===== config.mk =====
export PLATFORM = sky130hd
export DESIGN_NAME = ps2_tx_multi_flat
export DESIGN_NICKNAME = d
export VERILOG_FILES = /design/src/rtl/ps2_pkg.sv /design/src/rtl/ps2_tx_multi_if.sv /design/src/rtl/ps2_tx_chan.sv /design/src/rtl/ps2_tx_multi.sv /design/src/flat_wrapper.sv
export SDC_FILE = /design/constraint.sdc
export NUM_CORES = 1
export LEC_CHECK = 0
export CAP_MARGIN = 20
export CORE_MARGIN = 3
export CORE_UTILIZATION = 45
export DETAILED_ROUTE_END_ITERATION = 16
export GPL_TIMING_DRIVEN = 1
export HOLD_SLACK_MARGIN = 0.08
export PLACE_DENSITY = 0.67
export SLEW_MARGIN = 30
export SYNTH_ARGS = -nofsm -noshare
export SYNTH_HDL_FRONTEND = slang
export SYNTH_HIERARCHICAL = 1
export SYNTH_SLANG_ARGS = --single-unit
export TNS_END_PERCENT = 20

===== constraint.sdc =====
create_clock -name clk_sys -period 3.1 [get_ports clk_sys]
set_input_delay 0.775 -clock clk_sys [delete_from_list [all_inputs] [get_ports clk_sys]]
set_output_delay 0.775 -clock clk_sys [all_outputs]
set_load 0.03 [all_outputs]

===== src/rtl/ps2_pkg.sv =====
// Shared types and constants for the multi-channel PS/2 device-side transmitter.
package ps2_pkg;

    typedef enum logic [3:0] {
        ST_IDLE   = 4'd0,
        ST_BIT0   = 4'd1,
        ST_BIT1   = 4'd2,
        ST_BIT2   = 4'd3,
        ST_BIT3   = 4'd4,
        ST_BIT4   = 4'd5,
        ST_BIT5   = 4'd6,
        ST_BIT6   = 4'd7,
        ST_BIT7   = 4'd8,
        ST_PARITY = 4'd9,
        ST_STOP   = 4'd10,
        ST_END    = 4'd11
    } ps2_state_t;

    localparam int FRAME_TICKS = 12;

endpackage


===== src/rtl/ps2_tx_multi_if.sv =====
// Write/status/line bundle between the command decoder side and the PS/2 transmitter.
interface ps2_tx_multi_if #(
    parameter int CHANNELS = 2
);
    logic                wr_en;
    logic [2:0]          wr_chan;
    logic [7:0]          wr_data;
    logic [CHANNELS-1:0] fifo_full;
    logic [CHANNELS-1:0] overflow;
    logic [CHANNELS-1:0] ovf_clr;
    logic [CHANNELS-1:0] busy;
    logic [CHANNELS-1:0] ps2_clk;
    logic [CHANNELS-1:0] ps2_data;
    logic [CHANNELS-1:0] ps2_clk_in;

    modport master (
        output wr_en, wr_chan, wr_data, ovf_clr, ps2_clk_in,
        input  fifo_full, overflow, busy, ps2_clk, ps2_data
    );

    modport slave (
        input  wr_en, wr_chan, wr_data, ovf_clr, ps2_clk_in,
        output fifo_full, overflow, busy, ps2_clk, ps2_data
    );
endinterface


===== src/rtl/ps2_tx_chan.sv =====
// One PS/2 transmit channel: byte FIFO, sticky overflow and the 12-tick frame FSM.
// Host-inhibit abort/retransmit is built only when PS2_TX_INHIBIT_EN is defined.
module ps2_tx_chan
    import ps2_pkg::*;
#(
    parameter int FIFO_BITS = 3
) (
    input  logic       clk_sys,
    input  logic       reset_n,
    input  logic       tick_i,
    input  logic       clk_ps2_i,
    input  logic       clk_ps2_d_i,
    input  logic       wr_i,
    input  logic [7:0] wr_data_i,
    input  logic       ovf_clr_i,
    input  logic       ps2_clk_in_i,
    output logic       fifo_full_o,
    output logic       overflow_o,
    output logic       busy_o,
    output logic       ps2_clk_o,
    output logic       ps2_data_o
);

    localparam int DEPTH = 1 << FIFO_BITS;
    localparam logic [FIFO_BITS:0] FULL_XOR = {1'b1, {FIFO_BITS{1'b0}}};

    logic [7:0]       mem_q [DEPTH];
    logic [FIFO_BITS:0] wptr_q, wptr_d, rptr_q, rptr_d;
    ps2_state_t       state_q, state_d;
    logic [7:0]       shift_q, shift_d;
    logic             parity_q, parity_d;
    logic             data_q, data_d;
    logic             ovf_q, ovf_d;
    logic             full_q, busy_q, ps2_clk_q;
    logic             empty_s, full_s, push_s, pop_s;
    logic             inhibit_s, abort_s;

    assign empty_s = (wptr_q == rptr_q);
    assign full_s  = ((wptr_q ^ rptr_q) == FULL_XOR);
    assign push_s  = wr_i & ~full_s;

`ifdef PS2_TX_INHIBIT_EN
    logic [1:0] sync_q;

    // Two-flop synchroniser on the sensed clock line, idle high.
    always_ff @(posedge clk_sys) begin
        if (!reset_n) begin
            sync_q <= 2'b11;
        end else begin
            sync_q <= {sync_q[0], ps2_clk_in_i};
        end
    end

    assign inhibit_s = ~sync_q[1];
    // Host holding clock low while we release it high: abandon the frame mid-way.
    assign abort_s   = inhibit_s & clk_ps2_i & (state_q != ST_IDLE) & (state_q != ST_END);
`else
    logic unused_s;
    assign unused_s  = ps2_clk_in_i ^ clk_ps2_i;
    assign inhibit_s = 1'b0;
    assign abort_s   = 1'b0;
`endif

    // Frame sequencer; the head byte stays queued until its frame completes.
    always_comb begin
        state_d  = state_q;
        shift_d  = shift_q;
        parity_d = parity_q;
        data_d   = data_q;
        pop_s    = 1'b0;
        if (abort_s) begin
            state_d = ST_IDLE;
            data_d  = 1'b1;
        end else if (tick_i) begin
            case (state_q)
                ST_IDLE: begin
                    if (!empty_s && !inhibit_s) begin
                        shift_d  = mem_q[rptr_q[FIFO_BITS-1:0]];
                        parity_d = 1'b1;
                        data_d   = 1'b0;
                        state_d  = ST_BIT0;
                    end else begin
                        data_d  = 1'b1;
                        state_d = ST_IDLE;
                    end
                end
                ST_BIT0, ST_BIT1, ST_BIT2, ST_BIT3,
                ST_BIT4, ST_BIT5, ST_BIT6, ST_BIT7: begin
                    data_d   = shift_q[0];
                    shift_d  = {1'b0, shift_q[7:1]};
                    parity_d = parity_q ^ shift_q[0];
                    state_d  = ps2_state_t'(state_q + 4'd1);
                end
                ST_PARITY: begin
                    data_d  = parity_q;
                    state_d = ST_STOP;
                end
                ST_STOP: begin
                    data_d  = 1'b1;
                    state_d = ST_END;
                end
                ST_END: begin
                    data_d  = 1'b1;
                    pop_s   = 1'b1;
                    state_d = ST_IDLE;
                end
                default: begin
                    data_d  = 1'b1;
                    state_d = ST_IDLE;
                end
            endcase
        end else begin
            state_d = state_q;
        end
    end

    // Pointer and sticky-overflow next state; a dropped write beats a clear.
    always_comb begin
        wptr_d = push_s ? (wptr_q + {{FIFO_BITS{1'b0}}, 1'b1}) : wptr_q;
        rptr_d = pop_s  ? (rptr_q + {{FIFO_BITS{1'b0}}, 1'b1}) : rptr_q;
        if (wr_i && full_s) begin
            ovf_d = 1'b1;
        end else if (ovf_clr_i) begin
            ovf_d = 1'b0;
        end else begin
            ovf_d = ovf_q;
        end
    end

    // FIFO storage; contents are don't-care until the pointers say otherwise.
    always_ff @(posedge clk_sys) begin
        if (push_s) begin
            mem_q[wptr_q[FIFO_BITS-1:0]] <= wr_data_i;
        end
    end

    // State and registered outputs.
    always_ff @(posedge clk_sys) begin
        if (!reset_n) begin
            wptr_q    <= '0;
            rptr_q    <= '0;
            state_q   <= ST_IDLE;
            shift_q   <= 8'h00;
            parity_q  <= 1'b1;
            data_q    <= 1'b1;
            ovf_q     <= 1'b0;
            full_q    <= 1'b0;
            busy_q    <= 1'b0;
            ps2_clk_q <= 1'b1;
        end else begin
            wptr_q    <= wptr_d;
            rptr_q    <= rptr_d;
            state_q   <= state_d;
            shift_q   <= shift_d;
            parity_q  <= parity_d;
            data_q    <= data_d;
            ovf_q     <= ovf_d;
            full_q    <= ((wptr_d ^ rptr_d) == FULL_XOR);
            busy_q    <= (state_d != ST_IDLE) || (wptr_d != rptr_d);
            ps2_clk_q <= clk_ps2_d_i | (state_d == ST_IDLE);
        end
    end

    assign fifo_full_o = full_q;
    assign overflow_o  = ovf_q;
    assign busy_o      = busy_q;
    assign ps2_clk_o   = ps2_clk_q;
    assign ps2_data_o  = data_q;

endmodule


===== src/rtl/ps2_tx_multi.sv =====
// N-channel PS/2 device transmitter: shared clock divider, write demux, per-channel engines.
// Optional host-inhibit handling is enabled with the PS2_TX_INHIBIT_EN macro.
module ps2_tx_multi
    import ps2_pkg::*;
#(
    parameter int CHANNELS  = 2,
    parameter int FIFO_BITS = 3,
    parameter int PS2DIV    = 100
) (
    input  logic          clk_sys,
    input  logic          reset_n,
    ps2_tx_multi_if.slave bus
);

    localparam int CW = (PS2DIV < 1) ? 1 : $clog2(PS2DIV + 1);
    localparam logic [CW-1:0] CNT_MAX = CW'(PS2DIV);

    logic [CW-1:0]       cnt_q, cnt_d;
    logic                clk_ps2_q, clk_ps2_d;
    logic                tick_q, tick_d;
    logic [CHANNELS-1:0] wr_sel_s;
    logic [CHANNELS-1:0] full_s, ovf_s, busy_s, clk_s, data_s;

    // Divider next state; tick marks the rising half of the PS/2 clock.
    always_comb begin
        cnt_d     = cnt_q + CW'(1);
        clk_ps2_d = clk_ps2_q;
        tick_d    = 1'b0;
        if (cnt_q == CNT_MAX) begin
            cnt_d     = '0;
            clk_ps2_d = ~clk_ps2_q;
            tick_d    = ~clk_ps2_q;
        end else begin
            tick_d    = 1'b0;
        end
    end

    // Divider registers.
    always_ff @(posedge clk_sys) begin
        if (!reset_n) begin
            cnt_q     <= '0;
            clk_ps2_q <= 1'b0;
            tick_q    <= 1'b0;
        end else begin
            cnt_q     <= cnt_d;
            clk_ps2_q <= clk_ps2_d;
            tick_q    <= tick_d;
        end
    end

    // Write demux; channel numbers beyond CHANNELS match nothing.
    always_comb begin
        wr_sel_s = '0;
        for (int c = 0; c < CHANNELS; c++) begin
            wr_sel_s[c] = bus.wr_en && (bus.wr_chan == 3'(c));
        end
    end

    for (genvar g = 0; g < CHANNELS; g++) begin : g_chan
        ps2_tx_chan #(
            .FIFO_BITS (FIFO_BITS)
        ) u_chan (
            .clk_sys      (clk_sys),
            .reset_n      (reset_n),
            .tick_i       (tick_q),
            .clk_ps2_i    (clk_ps2_q),
            .clk_ps2_d_i  (clk_ps2_d),
            .wr_i         (wr_sel_s[g]),
            .wr_data_i    (bus.wr_data),
            .ovf_clr_i    (bus.ovf_clr[g]),
            .ps2_clk_in_i (bus.ps2_clk_in[g]),
            .fifo_full_o  (full_s[g]),
            .overflow_o   (ovf_s[g]),
            .busy_o       (busy_s[g]),
            .ps2_clk_o    (clk_s[g]),
            .ps2_data_o   (data_s[g])
        );
    end

    assign bus.fifo_full = full_s;
    assign bus.overflow  = ovf_s;
    assign bus.busy      = busy_s;
    assign bus.ps2_clk   = clk_s;
    assign bus.ps2_data  = data_s;

endmodule


===== src/flat_wrapper.sv =====
// flat-port wrapper written by rule: the top's interface ports become plain ports
module ps2_tx_multi_flat import ps2_pkg::*;
#(
    parameter int CHANNELS  = 2,
    parameter int FIFO_BITS = 3,
    parameter int PS2DIV    = 100
)
  (clk_sys, reset_n, bus_wr_en, bus_wr_chan, bus_wr_data, bus_ovf_clr, bus_ps2_clk_in, bus_fifo_full, bus_overflow, bus_busy, bus_ps2_clk, bus_ps2_data);
  ps2_tx_multi_if #(.CHANNELS(CHANNELS)) bus_i ();
  input  logic clk_sys;
  input  logic reset_n;
  input wire logic [$bits(bus_i.wr_en)-1:0] bus_wr_en;
  input wire logic [$bits(bus_i.wr_chan)-1:0] bus_wr_chan;
  input wire logic [$bits(bus_i.wr_data)-1:0] bus_wr_data;
  input wire logic [$bits(bus_i.ovf_clr)-1:0] bus_ovf_clr;
  input wire logic [$bits(bus_i.ps2_clk_in)-1:0] bus_ps2_clk_in;
  output wire logic [$bits(bus_i.fifo_full)-1:0] bus_fifo_full;
  output wire logic [$bits(bus_i.overflow)-1:0] bus_overflow;
  output wire logic [$bits(bus_i.busy)-1:0] bus_busy;
  output wire logic [$bits(bus_i.ps2_clk)-1:0] bus_ps2_clk;
  output wire logic [$bits(bus_i.ps2_data)-1:0] bus_ps2_data;
  assign bus_i.wr_en = bus_wr_en;
  assign bus_i.wr_chan = bus_wr_chan;
  assign bus_i.wr_data = bus_wr_data;
  assign bus_i.ovf_clr = bus_ovf_clr;
  assign bus_i.ps2_clk_in = bus_ps2_clk_in;
  assign bus_fifo_full = bus_i.fifo_full;
  assign bus_overflow = bus_i.overflow;
  assign bus_busy = bus_i.busy;
  assign bus_ps2_clk = bus_i.ps2_clk;
  assign bus_ps2_data = bus_i.ps2_data;
  ps2_tx_multi #(.CHANNELS(CHANNELS), .FIFO_BITS(FIFO_BITS), .PS2DIV(PS2DIV)) u_core (.clk_sys(clk_sys), .reset_n(reset_n), .bus(bus_i));
endmodule

==> results of run 1 <==
## flip-flops by register name (all words and copies together), names as in the netlist
register	count
u_core/g_chan.u_chan/ps2_data_o	2
u_core/cnt_q	7
u_core/tick_q	1
u_core/g_chan.u_chan/rptr_q	8
u_core/g_chan.u_chan/wptr_q	8
u_core/g_chan.u_chan/overflow_o	2
u_core/g_chan.u_chan/shift_q	16
u_core/g_chan.u_chan/parity_q	2
u_core/g_chan.u_chan/ps2_clk_o	2
u_core/g_chan.u_chan/mem_q	128
u_core/g_chan.u_chan/fifo_full_o	2
u_core/g_chan.u_chan/busy_o	2
u_core/g_chan.u_chan/state_q	8
u_core/clk_ps2_q	1
## placed cells by master, fill, tap and decap left out, types with 15 or more instances in the layout
master           count
xnor2_1             20
a21oi_1             27
mux2i_1             20
mux4_2              30
nand2_1             56
dfxtp_1             61
edfxtp_1           128
ha_1                16
nor2_1              52
clkbuf_16           17
inv_1               15
buf_4               34
clkdlybuf4s50_1     25
xor2_1              16
## power by group through the flow
stage / registers (W) / logic (W) / clock network, W
final: 0.00271 / 0.000115 / 0.00227
after global routing: 0.00271 / 0.000128 / 0.00242
after CTS: 0.00271 / 0.000117 / 0.00232
after detailed placement: 0.00276 / 0.000117 / 0
after global placement: 0.00276 / 0.000112 / 0
after floorplan: 0.00276 / 0.0000497 / 0
## worst reg2reg max path, delay by kind of cell (launching register included)
kind                       cells  cell delay (ps)
DFF                            1              500
buffers and inverters          1              110
adders and majority gates      1              300
and+or+nand+nor                2              800
AOI/OAI and AO/OA              4              900
## metal layers
layer,up-vias,share of wire [%]
met4,0,1.5
met1,2477,47
met2,122,47
li1,2394,-
met5,-,0
met3,23,4.4
## metrics by stage
stage / instances / hold slack [ps] / util, %
floorplan: 616 / 432 / -
detailed placement: 874 / 449 / 49.8
global route: 905 / 482 / 53.2
CTS: 905 / 459 / 53.2
global placement: 874 / 441 / 49.8
finish: 905 / 455 / 53.2
## path summary, 6_finish.rpt
kind                                                                       from                                         endpoint  slack (ps)  depth (start not counted)
worst max register to register    u_core/g_chan[1].u_chan/state_q[0]$_SDFF_PN0_        u_core/g_chan[1].u_chan/busy_o$_SDFF_PN0_         390                          8
worst min-delay path            u_core/g_chan[0].u_chan/shift_q[1]$_SDFFE_PN0P_  u_core/g_chan[0].u_chan/shift_q[1]$_SDFFE_PN0P_         450                          2
worst min register to register  u_core/g_chan[0].u_chan/shift_q[1]$_SDFFE_PN0P_  u_core/g_chan[0].u_chan/shift_q[1]$_SDFFE_PN0P_         450                          2
worst max-delay path              u_core/g_chan[1].u_chan/state_q[0]$_SDFF_PN0_        u_core/g_chan[1].u_chan/busy_o$_SDFF_PN0_         390                          8
## layout make-up
type	instances	area (um^2)
Multi-Input combinational cell	381	3080
Fill cell	1427	8470
Sequential cell	189	5060
Timing Repair Buffer	59	505
Tap cell	229	287
Inverter	16	60.1
Clock inverter	13	189
Clock buffer	18	429
## logic make-up after synthesis
group / Yosys count
adder cells (fa/ha/maj): 16
AO/OA/AOI/OAI: 80
flip-flops: 189
AND/OR/NAND/NOR: 193
buffers and inverters: 46
multiplexers: 53
XOR/XNOR: 39
==> results_dict.tcl, run 1 <==
set metrics [dict create \
    async_flop_share_pct 0 \
    routed_wl_um 16200 \
    p_int_w 0.00409 \
    path_cells "inv_1 > ha_1 > or4_4 > a22oi_2 > and2_1 > o211ai_4 > a211o_1 > o31a_1" \
    met1_usage_pct 23.5 \
    crit_arrival_ps 3030 \
    postCtsSetupRepairBufs 0 \
    first_pass_iters 4 \
    grt_pass1_wl_um 26500 \
    leakagePower_nw 3.19 \
    grt_busiest_layer "met2" \
    layout.nets 698 \
    worst_path_max_delay_cell "or4_4" \
    netlist_instances 616 \
    max_stage_delay_ps 540 \
    synth_most_common_cell "edfxtp_1" \
    dr.first_iter.drc_count 420 \
    cts_sinks 189 \
    fin_crit_ps 2710 \
    p_per_area_mw_per_mm2 529 \
    syn_area_mm2 0.00836 \
    port_buffers 25 \
    muxShareOfSynthArea_pct 11.4 \
    fmax_mhz 368 \
    die_h_um 142 \
    cts_root_buf "clkbuf_16" \
    core_area_mm2 0.0181 \
    drive_gt1_share_pct 17.3 \
    drt-wirelength-per-cell_um 17.9 \
    synth_compound_area_share_pct 6.69 \
    p_comb_share_pct 2.3 \
    die_w_um 142 \
    io_pins 28 \
    clk_path_buf_depth 2 \
    synth_warnings 6 \
    avgSynthCellArea_um2 13.6 \
    synth_common_cells "128 x edfxtp_1, 61 x dfxtp_1, 56 x nand2_1" \
    timing.slew.headroom_pct 54.9 \
    yosys.cell_types.count 71 \
    p_switching_w 0.000995 \
    setup_ws_ps 385 \
    crit_buf_inv 1 \
    post_dp_cell_area_mm2 0.00900 \
    hold_viol_final 0 \
    gp_congestion 0.779 \
    final.setup.tns_ps 0 \
    start_util_pct 46.2 \
    status "complete, no violations" \
    design_area_mm2 0.00962 \
    synth_top_area_share_pct 46.0 \
    fin_total_pwr_w 0.00509 \
    max-cap-violations 0 \
    antenna_found_initial 0 \
    ys_seq_area_share_pct 60.6 \
    dieArea_mm2 0.0203 \
    seq_power_share_pct 53.2 \
    syn_to_final_growth_pct 15.0 \
    drc 0 \
    worst_pin_slew_ps 675 \
    synth_fa_ha_area_share_pct 2.39 \
    synth_top_family_by_area "simple AND/OR/NAND/NOR gates" \
    fin_skew_ps 8.38 \
    tritoncts "done" \
    worstPathRequired_ps 3410 \
    drv_slew 0 \
    yosys-top-cells-area "edfxtp_1 46%, dfxtp_1 15%, mux4_2 8.1%, nand2_1 2.5%, ha_1 2.4%" \
    peakVddDrop_mv 0.422 \
    rsz0062_at_grt "false" \
    syn-num-nets 650 \
    yosys.area.top_type "edfxtp_1" \
    grt_pass1_vias 5071 \
    setup_viol 0 \
    pre_cts_ws_ps 310 \
    p_clk_share_pct 44.6 \
    grt_max_degree 23 \
    numCtsBuffers 17 \
    cp_max_fo 7 \
    critical_path_class "reg2reg" \
    grt.met2_usage_pct 26.6 \
    rows 49 \
    cp-end-kind "register" \
    cts.repair.resized 0 \
    ys.flop_type "edfxtp_1" \
    cp-start-kind "register" \
    vias 5016 \
    yosys.area_share.simple_pct 11.9 \
    critical-path-top-delay-family "compound AO/OA/AOI/OAI gates" \
    postCtsHoldBufs 0 \
    grt.total_usage_pct 16.9 \
    post_drt_via_cell_ratio 5.54 \
    synth-edff-count 128 \
    switching_share_pct 19.6 \
    cts.clk_slew.worst_paths_ps 60 \
    hold_class "reg2reg" \
    dp_hpwl_um 11000 \
    synth-seq-cells 189 \
    grt.overflow.total 0 \
    synth-xor-area-share_pct 4.49 \
    cts.htree.levels 4 \
    insertedDiodeCount 0 \
    use_met3_pct 3.49 \
    clk_latency_ps 430 \
    finalCritPeriodShare_pct 87.6 \
    ant_nets 0 \
]
No activity file was read; power rests on OpenSTA's default activity.
==> inputs of run 2 (changes only) <==
--- a/config.mk
+++ b/config.mk
@@ -5,6 +5,7 @@
 export SDC_FILE = /design/constraint.sdc
 export NUM_CORES = 1
 export LEC_CHECK = 0
+export ABC_CLOCK_PERIOD_IN_PS = 3100
 export CAP_MARGIN = 20
 export CORE_MARGIN = 3
 export CORE_UTILIZATION = 45
==> results of run 2 <==
The final DEF is identical to that of run 1; final timing and power are the same.
